### config.mk
export PLATFORM = sky130hd
export DESIGN_NAME = if_fetch_ctrl
export DESIGN_NICKNAME = d
export VERILOG_FILES = /design/src/rtl/fetch_pkg.sv /design/src/rtl/next_pc_sel.sv /design/src/rtl/if_fetch_ctrl.sv
export SDC_FILE = /design/constraint.sdc
export NUM_CORES = 1
export LEC_CHECK = 0
export BUFFER_PORTS_ARGS = -buffer_cell sky130_fd_sc_hd__clkbuf_2
export CAP_MARGIN = 5
export CORE_ASPECT_RATIO = 2
export CORE_MARGIN = 2
export CORE_UTILIZATION = 50
export CTS_CLUSTER_SIZE = 30
export DETAILED_ROUTE_END_ITERATION = 7
export PLACE_DENSITY = 0.87
export REMOVE_ABC_BUFFERS = 1
export SLEW_MARGIN = 20
export SYNTH_ARGS = -nofsm -noshare
export SYNTH_HDL_FRONTEND = slang
export SYNTH_HIERARCHICAL = 1
export SYNTH_SLANG_ARGS = --single-unit
### constraint.sdc
create_clock -name clk -period 2.5 [get_ports clk]
set_input_delay 0.25 -clock clk [delete_from_list [all_inputs] [get_ports clk]]
set_output_delay 0.25 -clock clk [all_outputs]
set_load 0.01 [all_outputs]
### src/rtl/fetch_pkg.sv
// fetch_pkg: shared constants for the instruction-fetch controller.
//   RESET_PC / INT_VEC / EXC_VEC : fixed entry addresses (kseg, bit 31 set)
//   ROM_WORDS                    : implemented instruction ROM depth in words
//   BOOT / RUN / TRAP            : fetch FSM state encodings
//   pc_plus4()                   : sequential PC step, wraps inside the PC[31] segment
package fetch_pkg;

   localparam logic [31:0] RESET_PC  = 32'h8000_0000;
   localparam logic [31:0] INT_VEC   = 32'h8000_0004;
   localparam logic [31:0] EXC_VEC   = 32'h8000_0008;
   localparam int unsigned ROM_WORDS = 128;

   typedef logic [1:0] fetch_state_t;

   localparam fetch_state_t BOOT = 2'd0;
   localparam fetch_state_t RUN  = 2'd1;
   localparam fetch_state_t TRAP = 2'd2;

   // Bit 31 (kernel segment) never carries out of the low 31 bits.
   function automatic logic [31:0] pc_plus4(input logic [31:0] pc);
      logic [30:0] low;
      low = pc[30:0] + 31'd4;
      return {pc[31], low};
   endfunction

endpackage

### src/rtl/next_pc_sel.sv
// next_pc_sel: combinational next-PC priority mux for if_fetch_ctrl.
//   in : state, pc, epc, stall, redirect_valid, redirect_pc, irq, exc, exc_pc
//   out: pc_next, epc_next, capture (load ROM word into IF/ID),
//        bubble (load empty slot into IF/ID), trap (enter TRAP state)
// Neither capture nor bubble means IF/ID holds (stall, BOOT).
// Optional macro FETCH_BOUND_CHECK_EN: a sequential fetch beyond the ROM
// raises an internal exception instead of fetching zeros.
import fetch_pkg::*;

module next_pc_sel (
   input  logic [1:0]  state,
   input  logic [31:0] pc,
   input  logic [31:0] epc,
   input  logic        stall,
   input  logic        redirect_valid,
   input  logic [31:0] redirect_pc,
   input  logic        irq,
   input  logic        exc,
   input  logic [31:0] exc_pc,
   output logic [31:0] pc_next,
   output logic [31:0] epc_next,
   output logic        capture,
   output logic        bubble,
   output logic        trap
);

   logic fetch_oob;

`ifdef FETCH_BOUND_CHECK_EN
   assign fetch_oob = ({3'b000, pc[30:2]} >= ROM_WORDS);
`else
   assign fetch_oob = 1'b0;
`endif

   always_comb begin
      pc_next  = pc;
      epc_next = epc;
      capture  = 1'b0;
      bubble   = 1'b0;
      trap     = 1'b0;
      case (state)
         BOOT: begin
            pc_next = RESET_PC;
         end
         TRAP: begin
            // The vector word presented now is discarded; PC holds so it is
            // fetched again once back in RUN. Interrupts are not sampled here.
            bubble = 1'b1;
            if (exc) begin
               pc_next  = EXC_VEC;
               epc_next = exc_pc;
               trap     = 1'b1;
            end
         end
         default: begin
            if (exc) begin
               pc_next  = EXC_VEC;
               epc_next = exc_pc;
               bubble   = 1'b1;
               trap     = 1'b1;
            end else if (irq && !pc[31]) begin
               pc_next  = INT_VEC;
               // A pending redirect means the current PC is already dead.
               epc_next = redirect_valid ? redirect_pc : pc;
               bubble   = 1'b1;
               trap     = 1'b1;
            end else if (redirect_valid) begin
               pc_next = redirect_pc;
               bubble  = 1'b1;
            end else if (stall) begin
               pc_next = pc;
            end else if (fetch_oob) begin
               pc_next  = EXC_VEC;
               epc_next = pc;
               bubble   = 1'b1;
               trap     = 1'b1;
            end else begin
               pc_next = pc_plus4(pc);
               capture = 1'b1;
            end
         end
      endcase
   end

endmodule

### src/rtl/if_fetch_ctrl.sv
// if_fetch_ctrl: instruction-fetch controller for the pipelined MIPS core.
// Owns the PC, addresses the instruction ROM, fills the IF/ID register and
// records EPC on traps.
//   clk, reset (sync, active-high)
//   stall, redirect_valid/redirect_pc, irq, exc/exc_pc : next-PC requests
//   rom_addr (= PC, combinational), rom_data           : ROM port
//   if_instr, if_pc4, if_valid                          : IF/ID register
//   epc, kernel (= PC[31])                              : trap state
// Optional macro FETCH_BOUND_CHECK_EN: trap on sequential fetch past ROM_WORDS.
import fetch_pkg::*;

module if_fetch_ctrl (
   input  logic        clk,
   input  logic        reset,
   input  logic        stall,
   input  logic        redirect_valid,
   input  logic [31:0] redirect_pc,
   input  logic        irq,
   input  logic        exc,
   input  logic [31:0] exc_pc,
   output logic [31:0] rom_addr,
   input  logic [31:0] rom_data,
   output logic [31:0] if_instr,
   output logic [31:0] if_pc4,
   output logic        if_valid,
   output logic [31:0] epc,
   output logic        kernel
);

   fetch_state_t state_q, state_d;
   logic [31:0]  pc_q;
   logic [31:0]  pc_next, epc_next;
   logic         capture, bubble, trap;

   next_pc_sel u_next_pc_sel (
      .state          (state_q),
      .pc             (pc_q),
      .epc            (epc),
      .stall          (stall),
      .redirect_valid (redirect_valid),
      .redirect_pc    (redirect_pc),
      .irq            (irq),
      .exc            (exc),
      .exc_pc         (exc_pc),
      .pc_next        (pc_next),
      .epc_next       (epc_next),
      .capture        (capture),
      .bubble         (bubble),
      .trap           (trap)
   );

   always_comb begin
      state_d = RUN;
      if (state_q != BOOT && trap) begin
         state_d = TRAP;
      end
   end

   always_ff @(posedge clk) begin
      if (reset) begin
         state_q  <= BOOT;
         pc_q     <= RESET_PC;
         epc      <= 32'h0;
         if_instr <= 32'h0;
         if_pc4   <= 32'h0;
         if_valid <= 1'b0;
      end else begin
         state_q <= state_d;
         pc_q    <= pc_next;
         epc     <= epc_next;
         if (capture) begin
            if_instr <= rom_data;
            if_pc4   <= pc_plus4(pc_q);
            if_valid <= 1'b1;
         end else if (bubble) begin
            // if_pc4 is meaningless without if_valid and is left as is.
            if_instr <= 32'h0;
            if_valid <= 1'b0;
         end
      end
   end

   assign rom_addr = pc_q;
   assign kernel   = pc_q[31];

endmodule

; ---- Word-level counts from Yosys, hierarchy flattened
; Cells that the tools add are included.
[classes]
addsub = 1
bitwise = 1
n_reduce_logical = 12
eq_ne = 3
muxes = 29
[op_table]
columns = op, count
row1 = 2-to-1 mux 32 bit, 10
row2 = one-hot mux 32 bit (2 select lines), 2
row3 = "adder 31 x 3 -> 31 bit, second input constant", 1
row4 = 2-to-1 mux 31 bit, 1
row5 = 2-to-1 mux 1 bit, 13
row6 = nonzero test 2 bit, 3
row7 = "!= test 5 x 1 -> 1 bit, second input constant", 1
row8 = one-hot mux 1 bit (2 select lines), 2
row9 = AND reduction 2 bit, 2
row10 = nonzero test 4 bit, 1
row11 = AND reduction 3 bit, 1
row12 = "== test 2 bit, second input constant", 1
row13 = logical AND 1 bit, 2
row14 = zero test 2 bit, 1
row15 = 2-to-1 mux 2 bit, 1
row16 = "!= test 2 bit, second input constant", 1
row17 = OR reduction 2 bit, 1
row18 = zero test 1 bit, 1
row19 = NOT 1 bit, 1
[word_totals]
input_bits = 102
out_inout_bits = 130
wordCells = 53
regBits = 131

; ---- Longest topological paths before layout
; Gate-level depths: netlist (run 1).
[depth]
word_depth = 7
ltp_mapped = 10
depth_no_buf = 7

; ---- By module
; The synthesis (run 1) kept the hierarchy.
[modules_own_cells]
columns = mod, cells_each, seq_area_each_um2, area_each_um2, n_inst
row1 = if_fetch_ctrl, 509, 2622.5, 4784.6, 1
row2 = next_pc_sel, 294, 0.0, 1964.4, 1

; ---- Worst setup path before layout (run 1)
; OpenSTA, ideal clock, no wires.
[synth_timing]
path_type = flip-flop to flip-flop
from = register pc_q[2], in the netlist rom_addr[2]
to = register pc_q[24], in the netlist rom_addr[24]
slack_ps = 247
setup_time_ps = 128
n_path_buf = 0
period_less_slack_ps = 2253
stages_incl_launch_ff = 8
arrival_ps = 2125
t_required_ps = 2372
cell_sequence = dfxtp_1 > ha_1 > nand4b_2 > nor4_1 > nand4_1 > mux2i_1 > a22o_1 > nor2b_1
[synth_between]
elab_chain_len = 6
[synth_lines]
columns = element, line_no
row1 = from (decl), if_fetch_ctrl.sv:31  ; logic [31:0] pc_q;
row2 = from (signal assigned), if_fetch_ctrl.sv:69  ; pc_q <= pc_next;
row3 = adder 31 x 3 -> 31 bit, fetch_pkg.sv:22  ; low = pc[30:0] + 31'd4;
row4 = 2-to-1 mux 31 bit, next_pc_sel.sv:70  ; end else if (stall) begin
row5 = 2-to-1 mux 32 bit, next_pc_sel.sv:67  ; end else if (redirect_valid) begin
row6 = 2-to-1 mux 32 bit, next_pc_sel.sv:61  ; end else if (irq && !pc[31]) begin
row7 = 2-to-1 mux 32 bit, next_pc_sel.sv:56  ; if (exc) begin
row8 = one-hot mux 32 bit (2 select lines), next_pc_sel.sv:41  ; case (state)
row9 = net pc_next[24], if_fetch_ctrl.sv:32  ; logic [31:0] pc_next, epc_next;
; The timed path passes the listed nets, and every way through them passes these cells. The select of a mux whose other input is x is not followed.
; A chain may end at the register's enable or synchronous reset.

; ---- Worst setup path in the final report (run 1)
[layout_timing]
from = register pc_q[10], in the netlist rom_addr[10]
to = register pc_q[17], in the netlist rom_addr[17]
; The elaborated chain is that of the path after synthesis.

==> results of run 1 <==
[registers in the layout, summed over array words and instances, names as in the netlist]
register,cells
if_instr,32
if_valid,1
rom_addr,32
if_pc4,32
state_q,2
epc,32
[routing by layer]
| layer | vias to the layer above | share of wire |
|---|---|---|
| li1 | 3354 | - |
| met1 | 3322 | 0.41 |
| met2 | 367 | 0.49 |
| met3 | 50 | 0.081 |
| met4 | 0 | 0.026 |
| met5 | - | 0 |
[synthesized netlist by cell type, types with 2 or more instances]
library cell	n
a211oi_1	15
a21oi_1	48
a221o_1	31
a22o_1	18
a22oi_1	2
a311oi_1	7
a32oi_1	8
and2_1	2
and3_1	5
and4_1	7
buf_1	9
buf_2	3
clkbuf_1	51
dfxtp_1	131
ha_1	2
inv_1	15
mux2i_1	39
nand2_1	50
nand2b_1	4
nand3_1	26
nand4_1	14
nor2_1	103
nor2b_1	70
nor3_1	6
nor3b_1	33
nor4_1	17
o211ai_1	2
o21ai_0	19
o311a_1	6
o31ai_1	7
or4_1	8
xnor2_1	9
xor2_1	13
[worst max path at each step]
stage | to | startpoint | slack [ps] | cells after the start
final | rom_addr[17]$_SDFF_PP0_ | rom_addr[10]$_SDFF_PP0_ | 140 | 6
after global routing | rom_addr[17]$_SDFF_PP0_ | rom_addr[10]$_SDFF_PP0_ | 80 | 6
after CTS | rom_addr[27]$_SDFF_PP0_ | rom_addr[10]$_SDFF_PP0_ | 100 | 6
after detailed placement | rom_addr[27]$_SDFF_PP0_ | rom_addr[10]$_SDFF_PP0_ | 140 | 6
after global placement | rom_addr[27]$_SDFF_PP0_ | rom_addr[10]$_SDFF_PP0_ | 210 | 6
after floorplan | if_pc4[22]$_SDFFE_PP0P_ | rom_addr[31]$_SDFF_PP1_ | -3580 | 6
[final cells by class]
| class | instances | area share |
|---|---|---|
| Multi-Input combinational cell | 591 | 0.439 |
| Tap cell | 155 | 0.0222 |
| Inverter | 16 | 0.00688 |
| Clock inverter | 13 | 0.0185 |
| Timing Repair Buffer | 264 | 0.162 |
| Clock buffer | 18 | 0.0503 |
| Sequential cell | 131 | 0.300 |
[critical path, stage by stage, from the launching register on]
cell and delay (ps):
dfxtp_1 610, nand4_1 320, nor4_1 610, nand4_1 220, mux2i_1 170, a22o_1 190
nor2b_1 120
[cell usage in the layout, fill, tap and decap left out, types with 4 or more instances in the layout]
cell | synthesis | routed
a32oi_1 | 8 | 8
nand2b_1 | 4 | 4
a22o_1 | 18 | 18
and4_1 | 7 | 7
buf_4 | 1 | 33
and3_1 | 5 | 5
nor3b_1 | 33 | 32
inv_1 | 15 | 15
xor2_1 | 13 | 13
o21ai_0 | 19 | 19
nand2_1 | 50 | 50
mux2i_1 | 39 | 39
xnor2_1 | 9 | 9
clkbuf_2 | 0 | 230
nor2b_1 | 70 | 69
a211oi_1 | 15 | 15
a221o_1 | 31 | 31
dfxtp_1 | 131 | 131
a21oi_1 | 48 | 47
o311a_1 | 6 | 6
nor2_1 | 103 | 100
o31ai_1 | 7 | 7
a311oi_1 | 7 | 7
clkinvlp_4 | 0 | 4
clkbuf_16 | 0 | 17
nor3_1 | 6 | 6
nor4_1 | 17 | 16
nand4_1 | 14 | 14
or4_1 | 8 | 8
nand3_1 | 26 | 26
[through the flow]
| stage | util | power (mW) |
|---|---|---|
| floorplan | - | 2.50 |
| finish | 0.657 | 5.28 |
| global route | 0.657 | 5.46 |
| CTS | 0.657 | 5.31 |
| detailed placement | 0.612 | 2.79 |
| global placement | 0.612 | 2.78 |
[where the power goes]
| part | internal (mW) | total (mW) | switching (mW) |
|---|---|---|---|
| clock network | 1.59 | 2.52 | 0.937 |
| registers | 2.15 | 2.21 | 0.0538 |
| logic | 0.245 | 0.551 | 0.306 |
[cell families after synthesis]
family,synth area share
muxes,0.0578
AOI/OAI and AO/OA,0.186
adders and majority gates,0.00371
DFF,0.389
buffers and inverters,0.0473
and+or+nand+nor,0.288
xor gates and xnor gates,0.0286
==> impl_metrics.json, run 1 <==
{
  "synth.avg_cell_area_sq_um": 8.40,
  "cts_buffer_depth": 2,
  "coreArea_sq_mm": 0.0133,
  "rows": 60,
  "post-cts-setup-buffers": 0,
  "synth_top_area_cell": "dfxtp_1",
  "ys_ff_latch": 131,
  "grt_use_met2": 0.460,
  "fin_hold_ws_ps": 65.9,
  "leakagePower_nw": 3.73,
  "hp-class": "input pin to register",
  "fin_crit_ps": 2360,
  "avgViaCountPerCell": 5.97,
  "ir_drop_v": 0.000474,
  "setup-violations-final": 0,
  "drt-pass1-iter-count": 5,
  "grt_setup_unrepaired": "false",
  "cts-buffers-inserted": 17,
  "place_area_sq_mm": 0.00813,
  "drc": 0,
  "fin_setup_tns_ps": 0,
  "grtUsageMet3": 0.0529,
  "antenna_cells": 0,
  "overflow": 0,
  "seq_area_sq_mm": 0.00262,
  "ant_nets": 0,
  "clk_latency_ps": 410,
  "min_from": "rom_data[29]",
  "place_ws_ps": 137,
  "fin_cells": 1188,
  "worstHoldPathCells": 3,
  "first_iter_violations": 548,
  "fin_nets": 1125,
  "use_met1": 0.363,
  "relSlewSlack": 0.428,
  "io_buffers": 231,
  "track_usage": 0.281,
  "r2r-end": "rom_addr[17]$_SDFF_PP0_",
  "reg2reg_from": "rom_addr[10]$_SDFF_PP0_",
  "die_area_sq_mm": 0.0145,
  "max_freq_mhz": 424,
  "path_class": "register to register",
  "gr-max-usage-layer": "met2",
  "wirelength_mm": 20.7,
  "die_w_um": 86.2,
  "antenna_found_initial": 0,
  "routedWlPerCell_um": 17.4,
  "place_congestion": 0.912,
  "min_period_over_period": 0.944,
  "dieHeight_um": 168,
  "synth_top_area_frac": 0.389,
  "critPathLaunchType": "register",
  "grt_max_degree": 132,
  "cts.sinks": 131,
  "final_hold_viol_count": 0,
  "slew_violations": 0,
  "synth.distinct_cells": 56,
  "clk_pin_slew_ps": 60,
  "place_inst": 1157,
  "status": "finished, final reports clean",
  "cts_resized": 0,
  "ys_seq_area_frac": 0.389,
  "syn_to_final_growth_pct": 29.4,
  "ys.warnings.count": 6,
  "worst-path-max-fanout": 12,
  "multi_input_area_sq_mm": 0.00384,
  "ios": 232,
  "initial_core_util": 0.508,
  "grt_pass1_wl_mm": 33.1,
  "grt_pass1_vias": 6745,
  "crit_required_ps": 2800,
  "fin_area_sq_mm": 0.00873,
  "r2r_cells": 6,
  "fin_ws_ps": 140,
  "cts_root_buf": "clkbuf_16",
  "worstHoldEndpoint": "if_instr[29]$_SDFFE_PP0P_",
  "vias": 7093,
  "synth_edf_count": 0,
  "syn_inst": 803,
  "synth-main-ff-cell": "dfxtp_1",
  "holdBufCountCts": 0,
  "synthTopCellsByArea": "dfxtp_1, nor2b_1, mux2i_1",
  "arrival_ps": 2660,
  "fin_skew_ps": 9.40,
  "htree_levels": 4,
  "r2r_slack_ps": 140,
  "powerDensity_mw_per_mm2": 604,
  "tightest_slew_ps": 852,
  "dp_hpwl_mm": 14.3,
  "drv_cap": 0,
  "synth_area_sq_mm": 0.00675,
  "end_kind": "register",
  "fill_cells": 1091,
  "drive_gt1_frac": 0.300,
  "synthArstFlopShare": 0,
  "cts_tree": "yes"
}
Power figures use the tool's default switching activity.
==> run 2, diff against run 1 <==
--- a/config.mk
+++ b/config.mk
@@ -7,12 +7,14 @@
 export LEC_CHECK = 0
 export BUFFER_PORTS_ARGS = -buffer_cell sky130_fd_sc_hd__clkbuf_2
 export CAP_MARGIN = 5
+export CELL_PAD_IN_SITES_DETAIL_PLACEMENT = 0
+export CELL_PAD_IN_SITES_GLOBAL_PLACEMENT = 2
 export CORE_ASPECT_RATIO = 2
 export CORE_MARGIN = 2
-export CORE_UTILIZATION = 50
+export CORE_UTILIZATION = 29
 export CTS_CLUSTER_SIZE = 30
 export DETAILED_ROUTE_END_ITERATION = 7
-export PLACE_DENSITY = 0.87
+export PLACE_DENSITY = 0.88
 export REMOVE_ABC_BUFFERS = 1
 export SLEW_MARGIN = 20
 export SYNTH_ARGS = -nofsm -noshare
==> run 2 against run 1 <==
  * Critical path depth did not move
  * Critical endpoint is now rom_addr[23]$_SDFF_PP0_
  * Non-clock buffer count rose by 6
  * Largest power group unchanged
  * Routed wire length rose by 9.4%
  * Critical path type unchanged
  * Largest cell class unchanged
  * Clock power rose by 6%
==> impl_metrics.json, run 2 (synthesis results as in run 1) <==
{
  "status": "finished, final reports clean",
  "drt-pass1-iter-count": 5,
  "sequentialPowerShare": 0.405,
  "worst-path-max-fanout": 12,
  "layout_commonest_cell": "clkbuf_2",
  "path_class": "register to register",
  "r2r-end": "rom_addr[23]$_SDFF_PP0_",
  "syn_to_final_growth_pct": 33.0,
  "first_iter_violations": 393,
  "drv_cap": 0,
  "drc": 0,
  "grt_setup_unrepaired": "false",
  "relSlewSlack": 0.359,
  "fin_skew_ps": 6.26,
  "final_hold_viol_count": 0,
  "reg2reg_from": "rom_addr[10]$_SDFF_PP0_",
  "clk_latency_ps": 430,
  "track_usage": 0.185,
  "fin_nets": 1131,
  "antenna_cells": 0,
  "vias": 6788,
  "ios": 232,
  "grt_max_degree": 111,
  "hp-class": "input pin to register",
  "r2r_cells": 6,
  "cts_root_buf": "clkbuf_16",
  "crit_path_cell_trace": "inv_1, or4_1, nor3_2, mux2i_1, a22o_1, nor2b_1",
  "comb_power_share": 0.103,
  "ir_drop_v": 0.000499,
  "coreArea_sq_mm": 0.0230,
  "final_cell_mix": "clkbuf_2, dfxtp_1, nor2_1",
  "min_period_over_period": 0.901,
  "initial_core_util": 0.293,
  "io_buffers": 231,
  "switching_power_mw": 1.35,
  "grt_pass1_vias": 6665,
  "cpPeakStageDelay_ps": 690,
  "cts.sinks": 131,
  "cts_buffer_depth": 2,
  "fin_crit_ps": 2250,
  "rows": 79,
  "fin_setup_tns_ps": 0,
  "worstHoldEndpoint": "if_instr[12]$_SDFFE_PP0P_",
  "wirelength_mm": 22.7,
  "setup-violations-final": 0,
  "min_from": "rom_data[12]",
  "post-cts-setup-buffers": 0,
  "place_congestion": 0.828,
  "worstHoldPathCells": 3,
  "p_int_mw": 4.09,
  "crit_required_ps": 2870,
  "antenna_found_initial": 0,
  "die_area_sq_mm": 0.0246,
  "critPathLaunchType": "register",
  "dieHeight_um": 220,
  "end_kind": "register",
  "place_inst": 1291,
  "grt_pass1_wl_mm": 35.9,
  "avgViaCountPerCell": 5.13,
  "routedWlPerCell_um": 17.1,
  "r2r_slack_ps": 250,
  "clk_pin_slew_ps": 60,
  "arrival_ps": 2620,
  "cts-buffers-inserted": 17,
  "max_freq_mhz": 444,
  "power_switching_share": 0.247,
  "drive_gt1_frac": 0.303,
  "pwr-share-clk": 0.492,
  "fin_cells": 1323,
  "dp_hpwl_mm": 16.2,
  "overflow": 0,
  "powerDensity_mw_per_mm2": 606,
  "cts_tree": "yes",
  "slew_violations": 0,
  "leakagePower_nw": 3.77,
  "cp_slowest_cell": "or4_1",
  "die_w_um": 112,
  "tightest_slew_ps": 960,
  "ant_nets": 0,
  "htree_levels": 4
}
[run 2: area by class of cell]
cell class              count  area, sq um
inverters                  16         60.1
fillers                  2356        14100
multi-input cells         591         3850
clock inverters            12          180
clock buffers              20          447
flip-flops and latches    131         2620
well taps                 283          354
repair buffers            270         1460
[run 2: critical path, delay by kind of cell (launching register included)]
family          cells  cell delay [ps]
flops               1              620
compound gates      1              150
mux                 1              280
buf+inv             1              110
simple gates        3             1020
[run 2: power by group through the flow]
| stage | clock network (mW) | logic [mW] | registers [mW] |
|---|---|---|---|
| 2_1_floorplan | 0 | 0.231 | 2.27 |
| 3_3_place_gp | 0 | 0.558 | 2.25 |
| 3_5_place_dp | 0 | 0.565 | 2.25 |
| 4_1_cts | 2.76 | 0.567 | 2.20 |
| 5_1_grt | 2.83 | 0.618 | 2.21 |
| 6_report | 2.68 | 0.560 | 2.20 |
[run 2: worst max-delay path by stage]
stage,from,to,cells past startpoint
3_5_place_dp,rom_addr[10]$_SDFF_PP0_,rom_addr[17]$_SDFF_PP0_,6
2_1_floorplan,rom_addr[31]$_SDFF_PP1_,if_pc4[22]$_SDFFE_PP0P_,6
5_1_grt,rom_addr[2]$_SDFF_PP0_,rom_addr[24]$_SDFF_PP0_,8
6_report,rom_addr[10]$_SDFF_PP0_,rom_addr[23]$_SDFF_PP0_,6
4_1_cts,rom_addr[10]$_SDFF_PP0_,rom_addr[17]$_SDFF_PP0_,6
3_3_place_gp,rom_addr[10]$_SDFF_PP0_,rom_addr[17]$_SDFF_PP0_,6
[run 2: per-stage QoR]
stage / hold WS (ps) / power (mW) / utilization / setup WS [ps] / instance area, sq um
after CTS: 26.6 / 5.53 / 0.390 / 131 / 8970
after detailed placement: 477 / 2.81 / 0.362 / 142 / 8340
final: 51.5 / 5.44 / 0.390 / 248 / 8980
after floorplan: 322 / 2.50 / - / -3580 / 6490
after global routing: 43.5 / 5.66 / 0.390 / 91.6 / 8980
after global placement: 471 / 2.80 / 0.362 / 148 / 8340
[run 2: routing by layer]
| layer | share of wire | vias to the layer above | routed length [um] | GRT usage |
|---|---|---|---|---|
| met3 | 0.069 | 29 | 1570 | 0.0484 |
| met5 | 0 | - | 0 | 0 |
| li1 | - | 3366 | - | - |
| met4 | 0.021 | 0 | 473 | 0.0679 |
| met1 | 0.46 | 3158 | 10300 | 0.239 |
| met2 | 0.45 | 235 | 10300 | 0.296 |
[run 2: what timing repair did]
action,in CTS,in global routing
hold buffers,0,0
endpoints found under the setup margin,0,1
endpoints found under the hold margin,0,0
resized for setup,0,1
